## src/rtl/spi_master_arbiter.sv

```systemverilog
// spi_master_arbiter: round-robin front end sharing one mode-0 SPI bus between
// NREQ on-chip requesters. One byte per grant, full duplex, MSB first; the
// received byte is returned on rdata with a one-cycle done pulse to the owner.
module spi_master_arbiter #(
  parameter int NREQ    = 4,
  parameter int CLK_DIV = 4
) (
  input  logic              clk,
  input  logic              rst,
  input  logic [NREQ-1:0]   req,
  input  logic [NREQ*8-1:0] wdata,
  output logic [NREQ-1:0]   grant,
  output logic [NREQ-1:0]   done,
  output logic [7:0]        rdata,
  output logic              busy,
  output logic              cs,
  output logic              sclk,
  output logic              mosi,
  input  logic              miso
);

  localparam int CW = (CLK_DIV > 1) ? $clog2(CLK_DIV) : 1;
  localparam int PW = $clog2(NREQ);
  localparam logic [CW-1:0] CNT_LAST = CW'(CLK_DIV - 1);
  localparam logic [PW-1:0] PTR_LAST = PW'(NREQ - 1);

  typedef enum logic [1:0] {IDLE, SETUP, SHIFT, HOLD} state_t;

  state_t            state_q;
  logic [CW-1:0]     cnt_q;
  logic [3:0]        edge_q;
  logic [7:0]        sr_q;
  logic              cap_q;
  logic [PW-1:0]     ptr_q;
  logic [NREQ-1:0]   grant_q;
  logic [NREQ-1:0]   done_q;
  logic [7:0]        rdata_q;
  logic              busy_q;
  logic              cs_q;
  logic              sclk_q;
  logic              mosi_q;

  logic [7:0]        wbyte [NREQ];
  logic [PW-1:0]     win_d;
  logic [PW-1:0]     ptr_d;
  logic              tick;

  // First requester at or after the pointer, wrapping around. The loop runs
  // downward so the lowest offset from the pointer is the last one written.
  function automatic logic [PW-1:0] rr_pick(input logic [NREQ-1:0] r,
                                            input logic [PW-1:0]   p);
    logic [PW-1:0] w;
    int j;
    w = p;
    for (int i = NREQ - 1; i >= 0; i--) begin
      j = int'(p) + i;
      if (j >= NREQ) j = j - NREQ;
      if (r[PW'(j)]) w = PW'(j);
    end
    return w;
  endfunction

  // Split the flat write bus into per-requester bytes and pick the next winner.
  always_comb begin
    for (int i = 0; i < NREQ; i++) wbyte[i] = wdata[8*i +: 8];
    win_d = rr_pick(req, ptr_q);
    ptr_d = (win_d == PTR_LAST) ? '0 : win_d + 1'b1;
    tick  = (cnt_q == CNT_LAST);
  end

  // Transfer sequencer: arbitration, sclk pacing, shifting and completion.
  always_ff @(posedge clk or posedge rst) begin
    if (rst) begin
      state_q <= IDLE;
      cnt_q   <= '0;
      edge_q  <= '0;
      sr_q    <= '0;
      cap_q   <= 1'b0;
      ptr_q   <= '0;
      grant_q <= '0;
      done_q  <= '0;
      rdata_q <= '0;
      busy_q  <= 1'b0;
      cs_q    <= 1'b1;
      sclk_q  <= 1'b0;
      mosi_q  <= 1'b0;
    end else begin
      done_q <= '0;
      case (state_q)
        IDLE: begin
          if (|req) begin
            grant_q <= NREQ'(1) << win_d;
            sr_q    <= wbyte[win_d];
            mosi_q  <= wbyte[win_d][7];
            cs_q    <= 1'b0;
            busy_q  <= 1'b1;
            ptr_q   <= ptr_d;
            cnt_q   <= '0;
            edge_q  <= '0;
            state_q <= SETUP;
          end
        end
        SETUP: begin
          if (tick) begin
            cnt_q   <= '0;
            sclk_q  <= 1'b1;
            cap_q   <= miso;
            edge_q  <= 4'd1;
            state_q <= SHIFT;
          end else begin
            cnt_q <= cnt_q + 1'b1;
          end
        end
        SHIFT: begin
          if (tick) begin
            cnt_q  <= '0;
            edge_q <= edge_q + 1'b1;
            if (!sclk_q) begin
              sclk_q <= 1'b1;
              cap_q  <= miso;
            end else begin
              // Falling edge: shift in the bit captured on the rising edge.
              sclk_q <= 1'b0;
              sr_q   <= {sr_q[6:0], cap_q};
              mosi_q <= sr_q[6];
              if (edge_q == 4'd15) state_q <= HOLD;
            end
          end else begin
            cnt_q <= cnt_q + 1'b1;
          end
        end
        HOLD: begin
          if (tick) begin
            cnt_q   <= '0;
            cs_q    <= 1'b1;
            busy_q  <= 1'b0;
            grant_q <= '0;
            rdata_q <= sr_q;
            done_q  <= grant_q;
            state_q <= IDLE;
          end else begin
            cnt_q <= cnt_q + 1'b1;
          end
        end
        default: state_q <= IDLE;
      endcase
    end
  end

  assign grant = grant_q;
  assign done  = done_q;
  assign rdata = rdata_q;
  assign busy  = busy_q;
  assign cs    = cs_q;
  assign sclk  = sclk_q;
  assign mosi  = mosi_q;

endmodule

```

## config.mk

```make
export PLATFORM = sky130hd
export DESIGN_NAME = spi_master_arbiter
export DESIGN_NICKNAME = d
export VERILOG_FILES = /design/src/rtl/spi_master_arbiter.sv
export SDC_FILE = /design/constraint.sdc
export NUM_CORES = 1
export LEC_CHECK = 0
export CORE_MARGIN = 2
export CORE_UTILIZATION = 40
export CTS_CLUSTER_DIAMETER = 200
export DETAILED_ROUTE_END_ITERATION = 10
export PLACE_DENSITY = 0.76
export SKIP_LAST_GASP = 1
export SYNTH_ARGS = -nofsm -noshare
export SYNTH_HDL_FRONTEND = slang
export SYNTH_SLANG_ARGS = --single-unit
export TNS_END_PERCENT = 100
```

## constraint.sdc

```tcl
create_clock -name clk -period 1.9 [get_ports clk]
set_input_delay 0.38 -clock clk [delete_from_list [all_inputs] [get_ports clk]]
set_output_delay 0.38 -clock clk [all_outputs]
set_load 0.03 [all_outputs]
```

### Word-level counts from Yosys, hierarchy flattened

Index checks and enable logic that the tools add are counted.
W data, S select, Z words.

* register bits: 39
* bits in latches: 0
* RAM bits: 0
* memory bits (read-only): 0
* bits of input ports: 39
* output and inout bits: 20
* memories: 0

* add/subtract/negate cells: 10
* multiply operators: 0
* div/mod/pow operators: 0
* order comparisons: 9
* eq/ne operators: 13
* shifts and indexed selects: 1
* multiplexer cells: 64
* bitwise gates (word level): 1
* reduce and logical (&&, ||, !) cells: 15

Operator list (number)
* $mux W8: 5
* $mux W2: 17
* $mux W4: 7
* $mux W1: 20
* $bmux W8 S2: 1
* $lt A2 B4 Y1 const B: 4
* $pmux W8 S2: 1
* $ne A2 B2 Y1 const B: 7
* $ge A3 B3 Y1 const B: 4
* $pmux W4 S3: 1
* $reduce_and A4 Y1: 3
* $pmux W1 S2: 5
* $bmux W1 S2: 4
* $eq A2 B2 Y1 const B: 4
* $pmux W2 S4: 1
* $pmux W4 S2: 1
* $sub A2 B1 Y2 const B: 4
* $add A2 B2 Y3 const B: 2
* $reduce_and A3 Y1: 2
* $reduce_and A6 Y1: 1
* $reduce_bool A2 Y1: 3
* $add A2 B1 Y2 const B: 2
* $add A4 B1 Y4 const B: 1
* $eq A4 B4 Y1 const B: 1
* 11 further kinds: 12

### Depth between registers and ports, before layout

* depth after elaboration: 16
* mapped depth: 9
* depth with buffers taken out: 7

### Least setup slack after synthesis

OpenSTA, ideal clock, no wires.

* path kind: register to register
* start point: register ptr_q[1]
* end point: register mosi_q, in the netlist mosi
* library setup time: 126 ps
* data arrival time: 1832 ps
* data required time: 1774 ps
* slack: -58 ps
* cell stages (with the launch flop): 6
* buffers on the path: 0
* path through: dfrtp_1 -> inv_1 -> a2bb2oi_2 -> o221ai_4 -> mux4_2 -> a221o_1

* word-level cells in the longest chain between the ends: 16

Ends and longest elaborated chain
* from (decl): line 34 `logic [PW-1:0] ptr_q;`
* from (signal assigned): line 97 `ptr_q <= ptr_d;`
* $add A2 B2 Y3: line 56 `j = int'(p) + i;`
* $ge A3 B3 Y1 or $sub A2 B1 Y2 (tied branches): line 57 `if (j >= NREQ) j = j - NREQ;`
* $mux W2: line 57
* $bmux W1 S2: line 58 `if (r[PW'(j)]) w = PW'(j);`
* $mux W1 (not written as such) (2 in series): line 58
* $mux W2 (3 in series): line 58
* $mux W2 (*): line 58
* $not A2 Y3 (not written as such) (*): line 94 `mosi_q <= wbyte[win_d][7];`
* $bmux W8 S2 (*): line 94
* $mux W8 (not written as such) (*) (2 in series): line 94
* $mux W1 (*): line 91 `if (|req) begin`
* $pmux W1 S2 (*): line 89 `case (state_q)`
* to (signal assigned): line 94
* to (signal assigned): line 125 `mosi_q <= sr_q[6];`
* to (decl): line 41 `logic mosi_q;`

Mark *: on every way between the ends. The rest lies on a longest branch, timed or not. The select of a mux whose other input is x is not followed.
A chain may end at the register's enable or synchronous reset.

### Final worst setup path

* start point: register ptr_q[0]
* end point: register sr_q[3]

* word-level cells in the longest chain between the ends: 16

Ends and longest elaborated chain
* $add A2 B2 Y3: line 56
* $ge A3 B3 Y1 or $sub A2 B1 Y2 (tied branches): line 57
* $mux W2: line 57
* $bmux W1 S2: line 58
* $mux W1 (not written as such) (2 in series): line 58
* $mux W2 (3 in series): line 58
* $mux W2 (*): line 58
* $not A2 Y3 (not written as such) (*): line 93 `sr_q <= wbyte[win_d];`
* $bmux W8 S2 (*): line 93
* $mux W8 (not written as such) (*) (2 in series): line 93
* $mux W8 (*): line 91
* $pmux W8 S2 (*): line 89
* to (signal assigned): line 93
* to (signal assigned): line 124 `sr_q <= {sr_q[6:0], cap_q};`
* to (decl): line 32 `logic [7:0] sr_q;`

Marked as above.

==> impl_metrics.env <==
export IMPL_regToRegStartpoint="ptr_q[0]"
export IMPL_grt_pass1_wl_um=8045
export IMPL_grt_pass1_vias=1664
export IMPL_cts_root_to_sink_buffers=2
export IMPL_grt_setup_unrepaired="true"
export IMPL_ant_nets=0
export IMPL_mostFrequentLayoutCells="clkdlybuf4s50_1, dfrtp_1, buf_4"
export IMPL_synth_fp_nets=232
export IMPL_worst_ir_drop_vdd_mv=0.3412
export IMPL_place_hpwl_um=3979
export IMPL_post_dp_cell_area_sq_um=2958
export IMPL_fmaxAchievable_mhz=530.4
export IMPL_gp_routability_congestion=0.8453
export IMPL_slowest_stage="mux4_2"
export IMPL_antenna_cells=0
export IMPL_timing_hold_worst_class="input pin to asynchronous set/reset pin"
export IMPL_port_buffer_count=58
export IMPL_power_total_mw=1.890
export IMPL_nNetsFinal=332
export IMPL_cap_viol_max_count=0
export IMPL_rr_worst_depth=6
export IMPL_clock_sinks=38
export IMPL_worstPathArrival_ns=2.07
export IMPL_relSlewSlack_pct=74.34
export IMPL_grtUsageTotal_pct=18.88
export IMPL_pin_count_of_the_biggest_net_entering_global_routing=24
export IMPL_drcViolationCount=0
export IMPL_synth_ff_latch_count=38
export IMPL_critical_path_reg2reg_endpoint="sr_q[3]"
export IMPL_first_iter_violations=88
export IMPL_crit_type="register to register"
export IMPL_die_h_um=75.58
export IMPL_synth_area_per_cell_sq_um=11.26
export IMPL_core_area_sq_um=5010
export IMPL_starting_utilization_of_the_core_area_pct=40.91
export IMPL_rows=26
export IMPL_cellPowerDensity_nw_per_um2=592.4
export IMPL_latest_clock_arrival_within_the_worst_skew_pair_ns=0.30
export IMPL_synth_cells=182
export IMPL_grt_overflow_total=0
export IMPL_netlist_area_sq_um=2049
export IMPL_antenna_found_initial=0
export IMPL_post_route_period_util_pct=99.23
export IMPL_die_w_um=75.58
export IMPL_drt_total_wl_um=5340
export IMPL_detailroute_via_count=1767
export IMPL_floorplan_die_area_sq_um=5712
export IMPL_setup_worst_path_end_class="register"
export IMPL_start_kind="register"
export IMPL_dr_pass1_iters=4
export IMPL_io_pins=59
export IMPL_avgRoutedWirePerCell_um=15.13
export IMPL_drive_gt1_share_pct=29.68
export IMPL_static_leakage_power_nw=1.483
export IMPL_total_neg_setup_slack_ns=0
export IMPL_run_status="complete, no violations"
export IMPL_synth_seq_area_share_pct=46.46
export IMPL_critical_path_data_required_time_ns=2.09
export IMPL_cts_root_buf="clkbuf_8"
export IMPL_cts_buffers_inserted=5
export IMPL_worst_slack_ns=0.01460
export IMPL_reg2reg_slack_ns=0.01
export IMPL_crit_path_cell_trace="nor2b_4 -> o21ai_4 -> o221ai_4 -> buf_12 -> mux4_2 -> a221o_1"
export IMPL_ys_types=34
export IMPL_clock_skew_ns=0.007199
export IMPL_tightest_slew_ns=0.3835
export IMPL_clk_transition_reported_paths_ns=0.09
export IMPL_setup_violations_final=0
export IMPL_htreeDepth=2
export IMPL_maxSlewViolCount=0
export IMPL_hold_viol_final=0
export IMPL_most_common_library_cell_in_the_layout_ignoring_fill_and_taps="clkdlybuf4s50_1"
export IMPL_dpl_worst_slack_ns=-0.6263
export IMPL_final_design_area_no_fill_sq_um=3191
export IMPL_cp_slowest_stage_delay_ns=0.49
export IMPL_yosys_warnings=0
export IMPL_area_growth_pct=55.68
export IMPL_finalCriticalPeriod_ns=1.885
export IMPL_viasPerCell=5.006
export IMPL_critPathMaxFanout=8
export IMPL_cts_tree="yes"
==> sequential cells by signal, indices dropped and copies added (netlist names) <==
| register | cells |
|---|---|
| cap_q | 1 |
| mosi | 1 |
| cnt_q | 2 |
| edge_q | 4 |
| grant | 4 |
| cs | 1 |
| sr_q | 7 |
| sclk | 1 |
| ptr_q | 2 |
| done | 4 |
| busy | 1 |
| state_q | 2 |
| rdata | 8 |
==> final cells by class <==
type,count,area [sq um]
multi-input combinational,130,1074
inverter,9,33.78
clock inverter,3,68.82
tap,70,87.58
sequential,38,953.4
clock buffer,5,68.82
fill,415,1819
timing repair buffer,98,904.6
==> logic make-up after synthesis <==
| kind of cell | count (synthesis) | share of synthesized area (%) |
|---|---|---|
| buffers and inverters | 14 | 2.625 |
| DFF | 38 | 46.46 |
| muxes | 20 | 15.32 |
| adders and majority gates | 11 | 6.715 |
| AOI/OAI and AO/OA | 40 | 16.24 |
| and+or+nand+nor | 59 | 12.64 |
==> cells in the mapped netlist, drive strengths merged <==
master   instances  share of area, %
a211o            1              0.43
a21boi           1              0.37
a21o             1              0.37
a21oi            6               1.6
a221o            8               3.9
a22o             5               2.1
a22oi            1              0.37
a2bb2oi          1              0.73
and2             1              0.31
and3             4               1.2
buf              1              0.24
clkbuf           4              0.73
dfrtp           37                45
dfstp            1               1.3
ha              11               6.7
inv              9               1.6
mux2            11               6.0
mux2i            1              0.49
mux4             8               8.8
nand2           22               4.0
nand2b           1              0.31
nand3            3              0.73
nand3b           2              0.73
nor2            21               3.8
nor2b            3              0.92
nor3             1              0.24
nor4             1              0.31
o21ai           12               3.1
o21ba            1              0.49
o221ai           1               1.3
o31ai            2               1.4
==> layer usage <==
layer / track usage, % / up-vias / share of wire (%)
li1: - / 860 / -
met1: 25.08 / 857 / 44
met2: 32.08 / 44 / 51
met4: 3.509 / 0 / 0.77
met5: 0 / - / 0
met3: 4.233 / 6 / 4.0
==> stage by stage <==
stage          util [%]  instances  hold WS [ns]
6_report          63.69        353        0.4170
5_1_grt           63.69        353        0.4786
4_1_cts           62.89        351        0.4342
3_5_place_dp      59.04        338        0.4665
3_3_place_gp      59.04        338        0.4599
2_1_floorplan         -        182        0.4428
==> report_power, final <==
part	internal, mW	switching [mW]
clock network	0.527	0.322
registers	0.816	0.00611
logic	0.144	0.0765
==> critical path, delay by kind of cell, from the launching register on <==
kind                   cells  cell delay, ns
multiplexers               1            0.49
AO/OA/AOI/OAI              3            0.48
flip-flops                 1            0.47
buffers and inverters      1            0.17
AND/OR/NAND/NOR            1            0.16
==> worst max path at each step <==
stage / startpoint / cells after the start / end
floorplan: ptr_q[1] / 5 / sr_q[0]
global placement: req[0] / 6 / sr_q[2]
detailed placement: req[3] / 6 / sr_q[4]
CTS: cs / 1 / cs
global route: ptr_q[0] / 6 / sr_q[3]
finish: ptr_q[0] / 6 / sr_q[3]
==> timing repair <==
item                       CTS  global route
hold buffers                 0             0
gates resized for setup     11            12
setup buffers                5             2
setup endpoints to repair   16            11
pin swaps                    5             5
Power figures use the tool's default switching activity.
